File: src/rtl/uart_delay_pkg.sv
// Shared command codes, frame layout and field positions for the UART
// delay-programming receiver.
package uart_delay_pkg;

  localparam logic [31:0] CMD_WR   = 32'h0200_2000;
  localparam logic [31:0] CMD_CLR  = 32'h0200_3000;
  localparam logic [3:0]  BCAST_CH = 4'hF;

  localparam int FRAME_W = 64;
  localparam int HDR_LSB = 32;
  localparam int GA_LSB  = 28;
  localparam int CH_LSB  = 24;
  localparam int DLY_LSB = 0;

  typedef struct packed {
    logic [31:0] hdr;
    logic [3:0]  ga;
    logic [3:0]  ch;
    logic [23:0] dly;
  } frame_t;

endpackage

File: src/rtl/uart_rx_byte.sv
// 8N1 byte receiver: two-flop line synchroniser plus a bit-centre sampling FSM.
// Emits one-cycle byte_vld / frm_err pulses; idle is high only in RX_IDLE.
module uart_rx_byte #(
  parameter int CLKS_PER_BIT = 10
) (
  input  logic       clk,
  input  logic       rst_n,
  input  logic       rxb,
  output logic [7:0] data_byte,
  output logic       byte_vld,
  output logic       frm_err,
  output logic       idle
);

  localparam int CNT_W = $clog2(CLKS_PER_BIT);
  // sync2 lags the line, so the edge detect already costs one cycle of the half bit
  localparam logic [CNT_W-1:0] HALF_M2 = CNT_W'(CLKS_PER_BIT / 2 - 2);
  localparam logic [CNT_W-1:0] FULL_M1 = CNT_W'(CLKS_PER_BIT - 1);

  localparam logic [2:0] RX_IDLE    = 3'd0;
  localparam logic [2:0] RX_START   = 3'd1;
  localparam logic [2:0] RX_DATA    = 3'd2;
  localparam logic [2:0] RX_STOP    = 3'd3;
  localparam logic [2:0] RX_WAIT_HI = 3'd4;

  logic             sync1_r, sync2_r, prev_r;
  logic [2:0]       state_r;
  logic [CNT_W-1:0] cnt_r;
  logic [2:0]       bit_idx_r;
  logic [7:0]       shift_r;
  logic             byte_vld_r, frm_err_r;

  // line synchroniser and edge history, preset to idle-high
  always_ff @(posedge clk or negedge rst_n) begin
    if (!rst_n) begin
      sync1_r <= 1'b1;
      sync2_r <= 1'b1;
      prev_r  <= 1'b1;
    end else begin
      sync1_r <= rxb;
      sync2_r <= sync1_r;
      prev_r  <= sync2_r;
    end
  end

  // byte FSM
  always_ff @(posedge clk or negedge rst_n) begin
    if (!rst_n) begin
      state_r    <= RX_IDLE;
      cnt_r      <= '0;
      bit_idx_r  <= 3'd0;
      shift_r    <= 8'd0;
      byte_vld_r <= 1'b0;
      frm_err_r  <= 1'b0;
    end else begin
      byte_vld_r <= 1'b0;
      frm_err_r  <= 1'b0;
      case (state_r)
        RX_IDLE: begin
          cnt_r     <= '0;
          bit_idx_r <= 3'd0;
          if (prev_r && !sync2_r) state_r <= RX_START;
        end
        RX_START: begin
          if (cnt_r == HALF_M2) begin
            cnt_r   <= '0;
            state_r <= sync2_r ? RX_IDLE : RX_DATA;
          end else begin
            cnt_r <= cnt_r + CNT_W'(1);
          end
        end
        RX_DATA: begin
          if (cnt_r == FULL_M1) begin
            cnt_r     <= '0;
            shift_r   <= {sync2_r, shift_r[7:1]};
            bit_idx_r <= bit_idx_r + 3'd1;
            if (bit_idx_r == 3'd7) state_r <= RX_STOP;
          end else begin
            cnt_r <= cnt_r + CNT_W'(1);
          end
        end
        RX_STOP: begin
          if (cnt_r == FULL_M1) begin
            cnt_r <= '0;
            if (sync2_r) begin
              byte_vld_r <= 1'b1;
              state_r    <= RX_IDLE;
            end else begin
              frm_err_r <= 1'b1;
              state_r   <= RX_WAIT_HI;
            end
          end else begin
            cnt_r <= cnt_r + CNT_W'(1);
          end
        end
        RX_WAIT_HI: begin
          if (sync2_r) state_r <= RX_IDLE;
        end
        default: state_r <= RX_IDLE;
      endcase
    end
  end

  assign data_byte = shift_r;
  assign byte_vld  = byte_vld_r;
  assign frm_err   = frm_err_r;
  assign idle      = (state_r == RX_IDLE);

endmodule

File: src/rtl/uart_delay_cmd_rx.sv
// UART delay-programming receiver: assembles 8-byte frames, filters on GA and
// drives NUM_CH delay-RAM write ports with auto-incrementing pointers.
module uart_delay_cmd_rx
  import uart_delay_pkg::*;
#(
  parameter int NUM_CH       = 4,
  parameter int ADDR_W       = 11,
  parameter int DATA_W       = 24,
  parameter int CLKS_PER_BIT = 10,
  parameter int TIMEOUT_CLKS = 2000
) (
  input  logic                       I_clk_10M,
  input  logic                       I_rst_n,
  input  logic                       rxb,
  input  logic [4:0]                 GA,
  output logic [NUM_CH-1:0]          O_WEA,
  output logic [NUM_CH*ADDR_W-1:0]   O_WADDR,
  output logic [NUM_CH*DATA_W-1:0]   O_WDATA,
  output logic                       O_frame_err,
  output logic [7:0]                 O_err_cnt,
  output logic                       O_busy
);

  localparam int TO_W = $clog2(TIMEOUT_CLKS + 1);

  logic [7:0]        rx_byte_s;
  logic              byte_vld_s, rx_err_s, rx_idle_s;
  logic [63:0]       frame_r;
  frame_t            fr_s;
  logic [2:0]        byte_cnt_r;
  logic              dec_r;
  logic [TO_W-1:0]   tmo_cnt_r;
  logic              tmo_s, ch_ok_s, bad_ch_s, err_s;
  logic [NUM_CH-1:0] wr_s, clr_s;
  logic              frame_err_r;
  logic [7:0]        err_cnt_r;
  logic              unused_ga_s;

  uart_rx_byte #(.CLKS_PER_BIT(CLKS_PER_BIT)) u_rx (
    .clk       (I_clk_10M),
    .rst_n     (I_rst_n),
    .rxb       (rxb),
    .data_byte (rx_byte_s),
    .byte_vld  (byte_vld_s),
    .frm_err   (rx_err_s),
    .idle      (rx_idle_s)
  );

  assign fr_s        = frame_r;
  assign unused_ga_s = ^{GA[4], fr_s.dly};
  assign tmo_s       = (byte_cnt_r != 3'd0) && rx_idle_s &&
                       (tmo_cnt_r == TO_W'(TIMEOUT_CLKS - 1));
  assign ch_ok_s     = (fr_s.ch == BCAST_CH) ||
                       ((fr_s.ch != 4'd0) && ({28'd0, fr_s.ch} <= NUM_CH[31:0]));
  assign err_s       = rx_err_s | tmo_s | bad_ch_s;

  // frame shift register, byte counter and inter-byte timeout
  always_ff @(posedge I_clk_10M or negedge I_rst_n) begin
    if (!I_rst_n) begin
      frame_r    <= 64'd0;
      byte_cnt_r <= 3'd0;
      dec_r      <= 1'b0;
      tmo_cnt_r  <= '0;
    end else begin
      dec_r <= 1'b0;
      if (rx_err_s || tmo_s) begin
        byte_cnt_r <= 3'd0;
      end else if (byte_vld_s) begin
        frame_r    <= {frame_r[55:0], rx_byte_s};
        byte_cnt_r <= byte_cnt_r + 3'd1;
        dec_r      <= (byte_cnt_r == 3'd7);
      end
      if ((byte_cnt_r == 3'd0) || !rx_idle_s) tmo_cnt_r <= '0;
      else                                    tmo_cnt_r <= tmo_cnt_r + TO_W'(1);
    end
  end

  // command decode of the completed frame
  always_comb begin
    wr_s     = '0;
    clr_s    = '0;
    bad_ch_s = 1'b0;
    if (dec_r && (fr_s.ga == GA[3:0]) && ((fr_s.hdr == CMD_WR) || (fr_s.hdr == CMD_CLR))) begin
      if (ch_ok_s) begin
        for (int k = 0; k < NUM_CH; k++) begin
          if (fr_s.hdr == CMD_WR) wr_s[k]  = (fr_s.ch == BCAST_CH) || (fr_s.ch == 4'(k + 1));
          else                    clr_s[k] = (fr_s.ch == BCAST_CH) || (fr_s.ch == 4'(k + 1));
        end
      end else begin
        bad_ch_s = 1'b1;
      end
    end else begin
      bad_ch_s = 1'b0;
    end
  end

  // error pulse and saturating error count
  always_ff @(posedge I_clk_10M or negedge I_rst_n) begin
    if (!I_rst_n) begin
      frame_err_r <= 1'b0;
      err_cnt_r   <= 8'd0;
    end else begin
      frame_err_r <= err_s;
      if (err_s && (err_cnt_r != 8'hFF)) err_cnt_r <= err_cnt_r + 8'd1;
    end
  end

  genvar k;
  generate
    for (k = 0; k < NUM_CH; k++) begin : g_ch
      logic              wea_r;
      logic [ADDR_W-1:0] ptr_r, waddr_r;
      logic [DATA_W-1:0] wdata_r;

      // per-channel pointer and write-port registers; pointer advances after the write
      always_ff @(posedge I_clk_10M or negedge I_rst_n) begin
        if (!I_rst_n) begin
          wea_r   <= 1'b0;
          ptr_r   <= '0;
          waddr_r <= '0;
          wdata_r <= '0;
        end else begin
          wea_r <= wr_s[k];
          if (clr_s[k])   ptr_r <= '0;
          else if (wea_r) ptr_r <= ptr_r + ADDR_W'(1);
          if (wr_s[k]) begin
            waddr_r <= ptr_r;
            wdata_r <= fr_s.dly[DATA_W-1:0];
          end
        end
      end

      assign O_WEA[k]                     = wea_r;
      assign O_WADDR[k*ADDR_W +: ADDR_W]  = waddr_r;
      assign O_WDATA[k*DATA_W +: DATA_W]  = wdata_r;
    end
  endgenerate

  assign O_frame_err = frame_err_r;
  assign O_err_cnt   = err_cnt_r;
  assign O_busy      = (byte_cnt_r != 3'd0);

endmodule

File: config.mk
export PLATFORM = sky130hd
export DESIGN_NAME = uart_delay_cmd_rx
export DESIGN_NICKNAME = d
export VERILOG_FILES = /design/src/rtl/uart_delay_pkg.sv /design/src/rtl/uart_rx_byte.sv /design/src/rtl/uart_delay_cmd_rx.sv
export SDC_FILE = /design/constraint.sdc
export NUM_CORES = 1
export LEC_CHECK = 0
export BUFFER_PORTS_ARGS = -buffer_cell sky130_fd_sc_hd__buf_2
export CORE_ASPECT_RATIO = 1.75
export CORE_MARGIN = 5
export CORE_UTILIZATION = 31
export DETAILED_ROUTE_END_ITERATION = 6
export PLACE_DENSITY_LB_ADDON = 0.3
export SLEW_MARGIN = 20
export SYNTH_ARGS = -nofsm -noshare
export SYNTH_HDL_FRONTEND = slang
export SYNTH_HIERARCHICAL = 1
export SYNTH_SLANG_ARGS = --single-unit
File: constraint.sdc
create_clock -name I_clk_10M -period 3.1 [get_ports I_clk_10M]
set_input_delay 0 -clock I_clk_10M [delete_from_list [all_inputs] [get_ports I_clk_10M]]
set_output_delay 0 -clock I_clk_10M [all_outputs]
set_load 0.005 [all_outputs]
==> impl_metrics.tcl <==
set metrics [dict create \
    final_nets 1072 \
    area_growth_pct 19.2 \
    ff2ff_setup_slack_ns 0.57 \
    viasPerCell 4.69 \
    path_cells "nor4_1 -> nand4_1 -> nor3_4 -> and2_1 -> nand3_4 -> buf_4 -> mux2_2" \
    clock_skew_ns 0.0209 \
    hold_slack_ns 0.0845 \
    antennaDiodeCount 0 \
    slowest_delay_ns 0.38 \
    n_fill_cell 3855 \
    start_util_pct 31.2 \
    p_leak_nw 7.60 \
    reg2regPathDepth 7 \
    die-area_sq_um 44300 \
    internal-power_mw 6.11 \
    num_vias 7352 \
    required_ns 3.55 \
    fmax_mhz 396 \
    synth-async-reset-ratio_pct 100 \
    clk_latency_ns 0.56 \
    grt_usage_pct 12.4 \
    seqPwrFrac_pct 50.3 \
    hold_viol 0 \
    cellPowerDensity_nw_per_um2 534 \
    p_sw_share_pct 22.6 \
    numCtsBuffers 29 \
    htree_levels 1 \
    dp_hpwl_mm 18.9 \
    vdd_ir_drop_max_mv 0.404 \
    syn_area_sq_um 12400 \
    place.gp.congestion 0.736 \
    io_pins 162 \
    worst_ep_arrival_time_ns 2.98 \
    endpoint_kind "register" \
    ant_nets 0 \
    cts_tree "done" \
    fin_crit_ns 2.53 \
    seq_area_frac_synth_pct 60.4 \
    synth_warnings 6 \
    synth-main-ff-cell "dfrtp_1" \
    cp_num_buf_inv 1 \
    hp-start "rxb" \
    holdPathStages 2 \
    wire_per_inst_um 17.6 \
    max-cap-violations 0 \
    finalSetupTns_ns 0 \
    slew_headroom_pct 43.7 \
    setup-violations-final 0 \
    synth_edf_count 0 \
    drt-pass1-iter-count 4 \
    rsz0062_at_grt "no" \
    worst_slew_pin_slew_ns 0.845 \
    syn_avg_cell_area_sq_um 14.2 \
    cp_slowest_cell "dfrtp_1" \
    critPathMaxFanout 22 \
    die_y_um 275 \
    clk_pin_slew_ns 0.07 \
    crit_type "reg -> reg" \
    drt_iter0_drc 369 \
    grt_overflow 0 \
    maxSlewViolCount 0 \
    antenna_found_initial 0 \
    clockPowerShare_pct 45.4 \
    combPwrFrac_pct 4.3 \
    p_switching_mw 1.78 \
    grt_pass1_vias 7855 \
    rr_endpoint "g_ch[0].wdata_r[15]$_DFFE_PN0P_" \
    clockBufferDepth 3 \
    drive_above_1_share_pct 43.0 \
    crit_path_start_kind "register" \
    post-route-period-util_pct 81.5 \
    reg2reg_from "fr_s[61]$_DFFE_PN0P_" \
    hold_class "in -> reg" \
    wl_mm 27.6 \
    synthCells 874 \
    row_count 97 \
    syn_nets 895 \
    grt_pass1_wl_mm 44.1 \
    core-area_sq_um 39800 \
    cts.sinks 299 \
    grt_start_max_net_pins 103 \
    synth-seq-cells 299 \
    crit_family "simple AND/OR/NAND/NOR gates" \
    min_to "u_rx/sync1_r$_DFF_PN1_" \
    cts-root-buf "clkbuf_16" \
    die_w_um 161 \
    drc 0 \
    port_buffers 160 \
    status "completed" \
    yosysUniqueCellTypes 53 \
]
[layout make-up]
type                       count  area (sq um)  area share (%)
clock buffer                  39           823            5.57
tap                          495           619            4.19
inverter                      15          56.3           0.381
timing repair buffer         182          1020            6.89
multi-input combinational    524          4630            31.3
clock inverter                14           149            1.01
sequential                   299          7490            50.6
[cells in the final DEF (no fill, tap or decap), drive strengths merged, types with 7 or more instances in the layout]
| cell | n |
|---|---|
| nor3 | 9 |
| nand4 | 21 |
| xnor2 | 15 |
| clkbuf | 39 |
| ha | 13 |
| inv | 16 |
| xor2 | 43 |
| nand3 | 19 |
| nand2 | 33 |
| and3 | 23 |
| clkinv | 7 |
| nor4 | 7 |
| dfrtp | 296 |
| mux2 | 218 |
| nor2 | 69 |
| buf | 180 |
[routing by layer]
metal / routed length, um / share of wire (%) / vias to the layer above / global-route usage [%]
met4: 845 / 3.1 / 0 / 4.34
li1: - / - / 3417 / -
met5: 0 / 0 / - / 0
met3: 988 / 3.6 / 44 / 1.92
met1: 11000 / 40 / 3769 / 14.3
met2: 14700 / 53 / 122 / 23.3
[how the worst max path moves through the flow]
stage,startpoint,to,cells past startpoint
after floorplan,u_rx/state_r[1]$_DFFE_PN0P_,fr_s[10]$_DFFE_PN0P_,8
after global placement,fr_s[61]$_DFFE_PN0P_,g_ch[0].wdata_r[15]$_DFFE_PN0P_,7
after detailed placement,fr_s[61]$_DFFE_PN0P_,g_ch[0].wdata_r[15]$_DFFE_PN0P_,7
after CTS,fr_s[61]$_DFFE_PN0P_,g_ch[0].wdata_r[15]$_DFFE_PN0P_,7
after global routing,fr_s[61]$_DFFE_PN0P_,g_ch[0].wdata_r[12]$_DFFE_PN0P_,7
final,fr_s[61]$_DFFE_PN0P_,g_ch[0].wdata_r[15]$_DFFE_PN0P_,7
[logic make-up (layout without fill, tap and decap cells)]
family                     after synthesis  after routing  share of synthesized area, %
and+or+nand+nor                        203            203                          8.89
muxes                                  224            224                          21.3
xor gates and xnor gates                58             58                          4.10
AOI/OAI and AO/OA                       26             26                          1.77
adders and majority gates               13             13                          1.31
buffers and inverters                   51            250                          2.30
DFF                                    299            299                          60.4
[power groups by stage]
stage	Sequential, mW	Clock, mW	Combinational, mW
2_1_floorplan	4.02	0	0.214
6_report	3.97	3.59	0.339
3_3_place_gp	4.04	0	0.341
5_1_grt	3.97	3.87	0.386
4_1_cts	3.97	3.74	0.352
3_5_place_dp	4.04	0	0.347
[worst register-to-register path, cell delays in order, from the launching register on]
cell	delay [ns]
dfrtp_1	0.38
nor4_1	0.38
nand4_1	0.20
nor3_4	0.24
and2_1	0.31
nand3_4	0.26
buf_4	0.33
mux2_2	0.33
[timing repair]
item	4_1_cts	5_1_grt
resized for setup	0	0
endpoints found under the hold margin	97	0
buffers inserted	0	0
hold buffers	2	0
[synthesized netlist by cell type (7+ instances only)]
cell type | instances | area (sq um)
inv_1 | 15 | 56.3
xnor2_1 | 15 | 131
and3_1 | 23 | 144
buf_2 | 12 | 60.1
mux2_1 | 8 | 90.1
xor2_1 | 43 | 377
mux2_4 | 33 | 495
buf_4 | 11 | 82.6
ha_1 | 13 | 163
nand3_1 | 18 | 90.1
dfrtp_1 | 296 | 7410
nor2_1 | 68 | 255
nand4_1 | 19 | 119
nand2_1 | 33 | 124
nor3_1 | 7 | 35.0
mux2_2 | 177 | 1990
clkbuf_1 | 8 | 30.0
[per-stage QoR]
stage	utilization, %	total power [mW]	area, sq um	worst slack, ns	cells
2_1_floorplan	-	4.24	12400	0.613	874
3_3_place_gp	34.6	4.38	13800	0.506	1513
3_5_place_dp	34.6	4.39	13800	0.466	1513
4_1_cts	37.1	8.06	14800	0.458	1568
5_1_grt	37.1	8.23	14800	0.328	1568
6_report	37.1	7.90	14800	0.574	1568
[sequential cells by signal, summed over array words and instances (netlist names), 3 cells and up]
signal / cells
u_rx/bit_idx_r: 3
u_rx/data_byte: 8
g_ch.wdata_r: 96
u_rx/cnt_r: 4
u_rx/state_r: 3
O_err_cnt: 8
byte_cnt_r: 3
tmo_cnt_r: 11
g_ch.ptr_r: 44
g_ch.waddr_r: 44
g_ch.wea_r: 4
fr_s: 64
Power figures use the tool's default switching activity.
